[src/rtl/processor_selftest.sv]
// Self-test sequencer: holds a processor in reset, runs it for CYCLE_LIMIT cycles, then compares
// NUM_CHECKS register-file values against an external expectation table. Optional macro: SELFTEST_FAIL_LOG_EN.
module processor_selftest #(
    parameter int CYCLE_LIMIT = 9,
    parameter int NUM_CHECKS  = 8,
    parameter int ERR_W       = 8,
    localparam int IDX_W      = (NUM_CHECKS > 1) ? $clog2(NUM_CHECKS) : 1
) (
    input  logic             clock,
    input  logic             reset,
    input  logic             start,
    output logic             dut_reset,
    output logic [IDX_W-1:0] exp_index,
    input  logic [4:0]       exp_reg,
    input  logic [31:0]      exp_value,
    output logic [4:0]       reg_rd_addr,
    input  logic [31:0]      reg_rd_data,
    output logic             busy,
    output logic             done,
    output logic             pass,
    output logic [ERR_W-1:0] error_count,
    output logic [15:0]      cycle_count,
    output logic             fail_valid,
    output logic [4:0]       fail_reg,
    output logic [31:0]      fail_expected,
    output logic [31:0]      fail_read
);

    typedef enum logic [2:0] {S_IDLE, S_HOLD, S_RUN, S_CHECK, S_DONE} state_t;

    state_t             state_q, state_d;
    logic               hold_q, hold_d;
    logic [15:0]        cycle_q, cycle_d;
    logic [IDX_W-1:0]   idx_q, idx_d;
    logic [ERR_W-1:0]   err_q, err_d;
    logic               start_run;
    logic               mismatch;
    logic               last_run;
    logic               last_idx;

    assign start_run = start && (state_q == S_IDLE || state_q == S_DONE);
    assign mismatch  = (state_q == S_CHECK) && (reg_rd_data != exp_value);
    assign last_run  = (cycle_q == 16'(CYCLE_LIMIT - 1));
    assign last_idx  = (idx_q == IDX_W'(NUM_CHECKS - 1));

    always_ff @(posedge clock) begin
        if (!reset) state_q <= S_IDLE;
        else        state_q <= state_d;
    end

    always_comb begin
        state_d = state_q;
        case (state_q)
            S_IDLE:  if (start)    state_d = S_HOLD;
            S_HOLD:  if (hold_q)   state_d = S_RUN;
            S_RUN:   if (last_run) state_d = S_CHECK;
            S_CHECK: if (last_idx) state_d = S_DONE;
            S_DONE:  if (start)    state_d = S_HOLD;
            default:               state_d = S_IDLE;
        endcase
    end

    always_comb begin
        dut_reset   = 1'b0;
        busy        = 1'b0;
        done        = 1'b0;
        pass        = 1'b0;
        reg_rd_addr = 5'd0;
        case (state_q)
            S_IDLE:  dut_reset = 1'b1;
            S_HOLD:  begin dut_reset = 1'b1; busy = 1'b1; end
            S_RUN:   busy = 1'b1;
            S_CHECK: begin busy = 1'b1; reg_rd_addr = exp_reg; end
            S_DONE:  begin done = 1'b1; pass = (err_q == '0); end
            default: dut_reset = 1'b1;
        endcase
    end

    // Counters only move in their own state; a new run clears them all at once.
    always_comb begin
        hold_d  = hold_q;
        cycle_d = cycle_q;
        idx_d   = idx_q;
        err_d   = err_q;
        if (start_run) begin
            hold_d  = 1'b0;
            cycle_d = '0;
            idx_d   = '0;
            err_d   = '0;
        end else begin
            case (state_q)
                S_HOLD:  hold_d  = ~hold_q;
                S_RUN:   cycle_d = cycle_q + 16'd1;
                S_CHECK: begin
                    idx_d = last_idx ? '0 : idx_q + IDX_W'(1);
                    if (mismatch && err_q != {ERR_W{1'b1}}) err_d = err_q + ERR_W'(1);
                end
                default: ;
            endcase
        end
    end

    always_ff @(posedge clock) begin
        if (!reset) begin
            hold_q  <= 1'b0;
            cycle_q <= '0;
            idx_q   <= '0;
            err_q   <= '0;
        end else begin
            hold_q  <= hold_d;
            cycle_q <= cycle_d;
            idx_q   <= idx_d;
            err_q   <= err_d;
        end
    end

    assign exp_index   = idx_q;
    assign error_count = err_q;
    assign cycle_count = cycle_q;

`ifdef SELFTEST_FAIL_LOG_EN
    logic        fvld_q, fvld_d;
    logic [4:0]  freg_q, freg_d;
    logic [31:0] fexp_q, fexp_d;
    logic [31:0] frd_q,  frd_d;

    // Only the first mismatch of a run is kept.
    always_comb begin
        fvld_d = fvld_q;
        freg_d = freg_q;
        fexp_d = fexp_q;
        frd_d  = frd_q;
        if (start_run) begin
            fvld_d = 1'b0;
            freg_d = '0;
            fexp_d = '0;
            frd_d  = '0;
        end else if (mismatch && !fvld_q) begin
            fvld_d = 1'b1;
            freg_d = exp_reg;
            fexp_d = exp_value;
            frd_d  = reg_rd_data;
        end
    end

    always_ff @(posedge clock) begin
        if (!reset) begin
            fvld_q <= 1'b0;
            freg_q <= '0;
            fexp_q <= '0;
            frd_q  <= '0;
        end else begin
            fvld_q <= fvld_d;
            freg_q <= freg_d;
            fexp_q <= fexp_d;
            frd_q  <= frd_d;
        end
    end

    assign fail_valid    = fvld_q;
    assign fail_reg      = freg_q;
    assign fail_expected = fexp_q;
    assign fail_read     = frd_q;
`else
    assign fail_valid    = 1'b0;
    assign fail_reg      = 5'd0;
    assign fail_expected = 32'd0;
    assign fail_read     = 32'd0;
`endif

endmodule

[config.mk]
export PLATFORM = sky130hd
export DESIGN_NAME = processor_selftest
export DESIGN_NICKNAME = d
export VERILOG_FILES = /design/src/rtl/processor_selftest.sv
export SDC_FILE = /design/constraint.sdc
export NUM_CORES = 1
export LEC_CHECK = 0
export ABC_AREA = 0
export CORE_ASPECT_RATIO = 1.25
export CORE_MARGIN = 2
export CORE_UTILIZATION = 36
export CTS_CLUSTER_SIZE = 16
export DETAILED_ROUTE_END_ITERATION = 12
export GPL_ROUTABILITY_DRIVEN = 0
export PLACE_DENSITY = 0.77
export SLEW_MARGIN = 20
export SYNTH_ARGS = -nofsm -noshare
export SYNTH_HDL_FRONTEND = slang
export SYNTH_SLANG_ARGS = --single-unit
[constraint.sdc]
create_clock -name clock -period 2.1 [get_ports clock]
set_input_delay 0.42 -clock clock [delete_from_list [all_inputs] [get_ports clock]]
set_output_delay 0.42 -clock clock [all_outputs]
set_load 0.1 [all_outputs]
== Word-level counts from Yosys, hierarchy flattened ==
Cells that the tools add are included.
Storage, ports and cells
  logic and storage cells: 45
  register bits after elaboration: 31
Cells by class
  bitwise logic cells: 2
  add/sub/neg operators: 3
  reduce and logical (&&, ||, !) cells: 12
  equality and inequality tests: 12
  mux-type cells: 11
Operators by type and width (count)
  != test 32 bit: 1
  adder 16 x 1 -> 16 bit (second input constant): 1
  == test 16 x 4 -> 1 bit (second input constant): 1
  2-to-1 mux 3 bit: 5
  one-hot mux 3 bit (4 select lines): 1
  adder 8 x 1 -> 8 bit (second input constant): 1
  logical NOT 8 bit: 1
  != test 8 bit (second input constant): 1
  == test 3 x 2 -> 1 bit (second input constant): 2
  == test 3 bit (second input constant): 2
  != test 2 bit (second input constant): 3
  OR reduction 3 bit: 2
  2-to-1 mux 5 bit: 1
  2-to-1 mux 1 bit: 4
  AND reduction 4 bit: 1
  OR reduction 2 bit: 2
  adder 3 x 1 -> 3 bit (second input constant): 1
  == test 3 x 1 -> 1 bit (second input constant): 1
  logical AND 1 bit: 3
  logical NOT 3 bit: 1
  != test 2 x 1 -> 1 bit (second input constant): 1
  NOT 1 bit: 2
  AND reduction 2 bit: 1
  logical OR 1 bit: 1

== Logic depth before layout (Yosys ltp) ==
  depth in word-level cells: 4
  mapped depth: 7

== Worst setup path before layout ==
Ideal clock, no wire load.
  kind: register to output
  from: reg state_q[0]
  to: out pass
  arrival: 4215 ps
  buffers on the path: 1
  setup slack: -2535 ps
  cell stages (with the launch flop): 7
  required time: 1680 ps
  cell sequence: dfxtp_1 buf_6 nor2_1 nand2_1 inv_1 nand2_1 nor4_1
Between the ends
  cells in the longest elaborated chain, start to end: 2
RTL lines
  from (decl): RTL line 31  | state_t state_q, state_d;
  from (signal assigned): RTL line 48  | else state_q <= state_d;
  == test 3 bit: RTL line 69  | case (state_q)
  2-to-1 mux 1 bit: RTL line 69
  to (decl): RTL line 20  | output logic pass,
No other way between the ends.

== Final worst setup path ==
  from: reg err_q[0] (netlist: error_count[0])
  to: out pass
Between the ends
  cells in the longest elaborated chain, start to end: 2
RTL lines
  from (decl): RTL line 35  | logic [ERR_W-1:0] err_q, err_d;
  from (signal assigned): RTL line 113  | err_q <= err_d;
  logical NOT 8 bit: RTL line 74  | S_DONE: begin done = 1'b1; pass = (err_q == '0); end
  2-to-1 mux 1 bit: RTL line 69
No other way between the ends.

==> results.md <==
Detailed routing:
- The first-pass iteration count of the detailed router is 4.
- Summing over every cut layer, the via total after detailed routing is 2,345.
- After detailed routing, the average wire length per cell comes to 12.95 µm.
- The number of vias per cell is 4.501.
- The count of nets left with antenna violations once routing finished came out at 0.
- The starting DRC count in detailed routing is 55.
- In the routed design, unresolved DRC markers number 0.
- The final wirelength is 6.749 mm.

Yosys:
- Counting flops with a built-in enable in the synthesized netlist gives 0.
- A synthesized cell averages 8.386 µm².
- For this run, the number of Yosys warnings is 0.
- The most frequently used flop master after synthesis is sky130_fd_sc_hd__dfxtp_1.
- The number of flip-flops and latches in the synthesized netlist is 31.
- Synthesis handed over a netlist of 316 instances.
- The sequential-to-total area share from yosys stat is 23.42%.
- The area of the mapped netlist is 2650 µm².
- After synthesis, the netlist uses 44 different library cells.
- The share of flip-flops with an asynchronous set or reset after synthesis is 0%.

Floorplan:
- The floorplan has 35 rows.
- In this run the vertical extent of the chip is 99.93 µm.
- The I/O pin count is 178.
- The starting density of the core is 36.45%.
- The floorplan step defined a die boundary enclosing 8068 µm².
- From left edge to right edge, the die measures 80.74 µm.
- The area of the core is 7269 µm².

Run status:
- The run finished with clean final reports.

Placed design:
- After legalization and detailed placement, the total HPWL measured 5.432 mm.
- OpenSTA, run right after detailed placement, puts the worst setup slack at 0.05893 ns.
- The total placed instance area is 3666 µm².
- The number of placed cells counting well taps is 509.
- The count of port buffers added during placement is 107.

Run:
- Max-cap violations in this run came to 0.

GRT:
- After global routing the overflow that remains totals 0.
- Entering global routing, the biggest net connects 21 pins.
- For this run, the total global-route usage over all layers was measured as 16.20%.
- The via count of the first global-routing pass is 2,184.
- The first global-routing pass estimated 10.22 mm of wire.
- The number of antenna violations at the first check in global routing is 0.

Final layout:
- The number of filler instances in the final layout is 673.
- The final antenna diode count is 0.
- The number of nets in the layout is 506.
- Summing all multi-input logic gate instances after layout gives 1737 µm².
- The register cell area after layout is 645.6 µm².
- The count of placed standard cells in the final layout, fillers left out is 521.
- The share of post-route cells with drive strength above 1 is 21.45%.
- The cell area after layout is 3842 µm².
- Compared with the post-synthesis result, the final layout area differs by 45.00%.

Critical path:
- The setup slack of the worst register-to-register path is 0.40 ns.
- The depth of the most critical reg-to-reg path is 7.
- STA classifies the critical path endpoint as an output port.
- The reg-to-reg startpoint is error_count[0].
- The worst register-to-register path ends at error_count[6].
- The biggest fanout along the worst timing path is 4.
- Tracing the worst setup path back leads to its startpoint at error_count[0].
- For the worst setup path, the data required time is 1.68 ns.
- The worst endpoint data arrival time is 1.60 ns.
- The worst setup path is launched from a register.
- The critical path is of the reg -> out type.

Power and ir drop:
- In this run the power spent charging and discharging nets is 0.0009179 W.
- In this run, flip-flops and latches consume 29.4% of the power.
- Internal power comes to 0.001121 W.
- The switching part of the total power is 45.02%.
- The analysis attributes to cell leakage a power of 1.546 nW.
- The power density of the placed cells is 530.6 nW/µm².
- The combinational cell fraction of total power is 42.5%.
- Across the VDD grid, the largest voltage drop is 0.2690 mV.
- The total design power is 0.002039 W.
- In this run, the clock network consumes 28.1% of the power.

Timing:
- Setup violations remaining at the end of the flow were counted as 0.
- The final worst-path setup slack is 0.08289 ns.
- The number of max-slew violations in the final report is 0.
- Derived from the worst setup path, the maximum achievable clock frequency is 495.8 MHz.
- The hold violation total from the final report is 0.
- Setup repair after global routing left no endpoint under its margin.
- The worst path uses 96.05% of the clock period.
- Between clock sinks in the finished design, the worst skew comes to 0.006650 ns.
- Subtracting the final worst setup slack from the clock period gives 2.017 ns.

Worst hold path:
- The worst-case hold path end point is exp_index[1].
- The worst hold path passes through 2 cells.
- The worst min-delay path startpoint is exp_index[1].
- The type of the worst min-delay path is reg -> reg.

Clocking:
- The clock slew seen by the registers of the worst setup and hold paths is 0.07 ns.
- The number of sinks handled by clock tree synthesis is 31.
- Counting along the longest clock path gives a buffer depth of 2.
- The TritonCTS buffer count is 5.
- The quantity of hold-fixing buffers added after cts is 0.
- The CTS tree is yes.
- The clock reaches the later pin of the worst-skew pair after 0.28 ns.
- The number of H-tree branching levels is 2.
- The cell sitting at the root of the clock tree is a sky130_fd_sc_hd__clkbuf_8.
[per-stage QoR]
step           util [%]  hold slack (ns)  setup TNS [ns]
2_1_floorplan         -           0.4944         -0.7847
3_3_place_gp      50.43           0.4653               0
3_5_place_dp      50.43           0.4801               0
4_1_cts           52.08           0.4933               0
5_1_grt           52.86           0.5114               0
6_report          52.86           0.4950               0
[worst max-delay path, cell delays in order (launching register included)]
cell and delay, ns:
sky130_fd_sc_hd__dfxtp_4 0.36, sky130_fd_sc_hd__inv_4 0.07, sky130_fd_sc_hd__ha_4 0.12, sky130_fd_sc_hd__nor4b_4 0.18
sky130_fd_sc_hd__nand2_2 0.10, sky130_fd_sc_hd__nor4_4 0.27, sky130_fd_sc_hd__buf_12 0.21
[timing repair]
item,4_1_cts,5_1_grt
resized for setup,2,8
setup buffers,0,4
setup endpoints to repair,2,6
cloned,0,0
pin swaps,1,2
[final cells by class]
| class | count | area share (%) |
|---|---|---|
| clock buffer | 7 | 2.800 |
| clock inverter | 1 | 0.1303 |
| timing repair buffer | 114 | 31.13 |
| tap | 92 | 2.996 |
| inverter | 8 | 0.9443 |
| multi-input combinational | 268 | 45.20 |
| sequential | 31 | 16.80 |
[state kept, by name, summed over array words and instances (netlist names)]
register,cells
state_q,3
hold_q,1
error_count,8
exp_index,3
cycle_count,16
[cells in the mapped netlist (3+ instances only)]
cell | n | area, µm²
sky130_fd_sc_hd__a2111o_1 | 3 | 33.78
sky130_fd_sc_hd__xnor2_1 | 41 | 359.1
sky130_fd_sc_hd__nor2_1 | 24 | 90.09
sky130_fd_sc_hd__buf_4 | 72 | 540.5
sky130_fd_sc_hd__and2_1 | 7 | 43.79
sky130_fd_sc_hd__nor4b_1 | 3 | 26.28
sky130_fd_sc_hd__nor3_2 | 4 | 40.04
sky130_fd_sc_hd__dfxtp_1 | 31 | 620.6
sky130_fd_sc_hd__ha_1 | 6 | 75.07
sky130_fd_sc_hd__a21oi_1 | 13 | 65.06
sky130_fd_sc_hd__or3_1 | 3 | 18.77
sky130_fd_sc_hd__mux2i_1 | 5 | 50.05
sky130_fd_sc_hd__nand2_1 | 27 | 101.4
sky130_fd_sc_hd__xor2_1 | 5 | 43.79
sky130_fd_sc_hd__nand3_1 | 6 | 30.03
sky130_fd_sc_hd__nor4_1 | 3 | 18.77
sky130_fd_sc_hd__nand2b_1 | 4 | 25.02
sky130_fd_sc_hd__inv_1 | 8 | 30.03
sky130_fd_sc_hd__o21ai_0 | 4 | 20.02
sky130_fd_sc_hd__nand4_1 | 15 | 93.84
[cell usage in the layout, fill, tap and decap left out, types with 3 or more instances in the layout]
cell type and instances:
sky130_fd_sc_hd__or3_1 3, sky130_fd_sc_hd__buf_12 13, sky130_fd_sc_hd__and2_1 7, sky130_fd_sc_hd__dfxtp_2 11, sky130_fd_sc_hd__ha_1 5, sky130_fd_sc_hd__xnor2_1 41
sky130_fd_sc_hd__clkdlybuf4s50_1 71, sky130_fd_sc_hd__nor3_2 4, sky130_fd_sc_hd__conb_1 70, sky130_fd_sc_hd__nand2b_1 4, sky130_fd_sc_hd__dfxtp_4 3, sky130_fd_sc_hd__a21oi_1 13
sky130_fd_sc_hd__buf_4 30, sky130_fd_sc_hd__dfxtp_1 17, sky130_fd_sc_hd__mux2i_1 5, sky130_fd_sc_hd__nand2_1 25, sky130_fd_sc_hd__a2111o_1 3, sky130_fd_sc_hd__nor2_1 22
sky130_fd_sc_hd__nand3_1 6, sky130_fd_sc_hd__inv_1 5, sky130_fd_sc_hd__clkbuf_8 6, sky130_fd_sc_hd__o21ai_0 4, sky130_fd_sc_hd__xor2_1 5, sky130_fd_sc_hd__nor4_4 3
sky130_fd_sc_hd__nand4_1 15
[power by group through the flow]
stage	Clock, W	Sequential [W]	Combinational, W
global route	0.000601	0.000601	0.000898
finish	0.000572	0.000600	0.000866
floorplan	0	0.000611	0.000789
CTS	0.000589	0.000600	0.000866
detailed placement	0	0.000613	0.000865
global placement	0	0.000613	0.000861
[how the worst max path moves through the flow]
stage,to
2_1_floorplan,pass
3_3_place_gp,error_count[7]
3_5_place_dp,error_count[6]
4_1_cts,reg_rd_addr[1]
5_1_grt,pass
6_report,pass
[per-layer routing]
metal  vias to the layer above  GRT usage [%]  share of wire (%)
met1                      1071          17.16                 35
met4                         0          4.563               0.64
met3                         6          6.295                 12
met2                       125          29.42                 53
li1                       1143              -                  -
met5                         -              0                  0
[kinds of logic after synthesis]
logic type,count (synthesis),share of synthesized area [%]
AND/OR/NAND/NOR,114,26.39
buffers and inverters,86,22.99
XOR/XNOR,46,15.20
flip-flops,31,23.42
AO/OA/AOI/OAI,26,6.704
adder cells (fa/ha/maj),6,2.833
multiplexers,6,2.314
other,1,0.1415
Note: power is estimated with default switching activity, not from simulation.
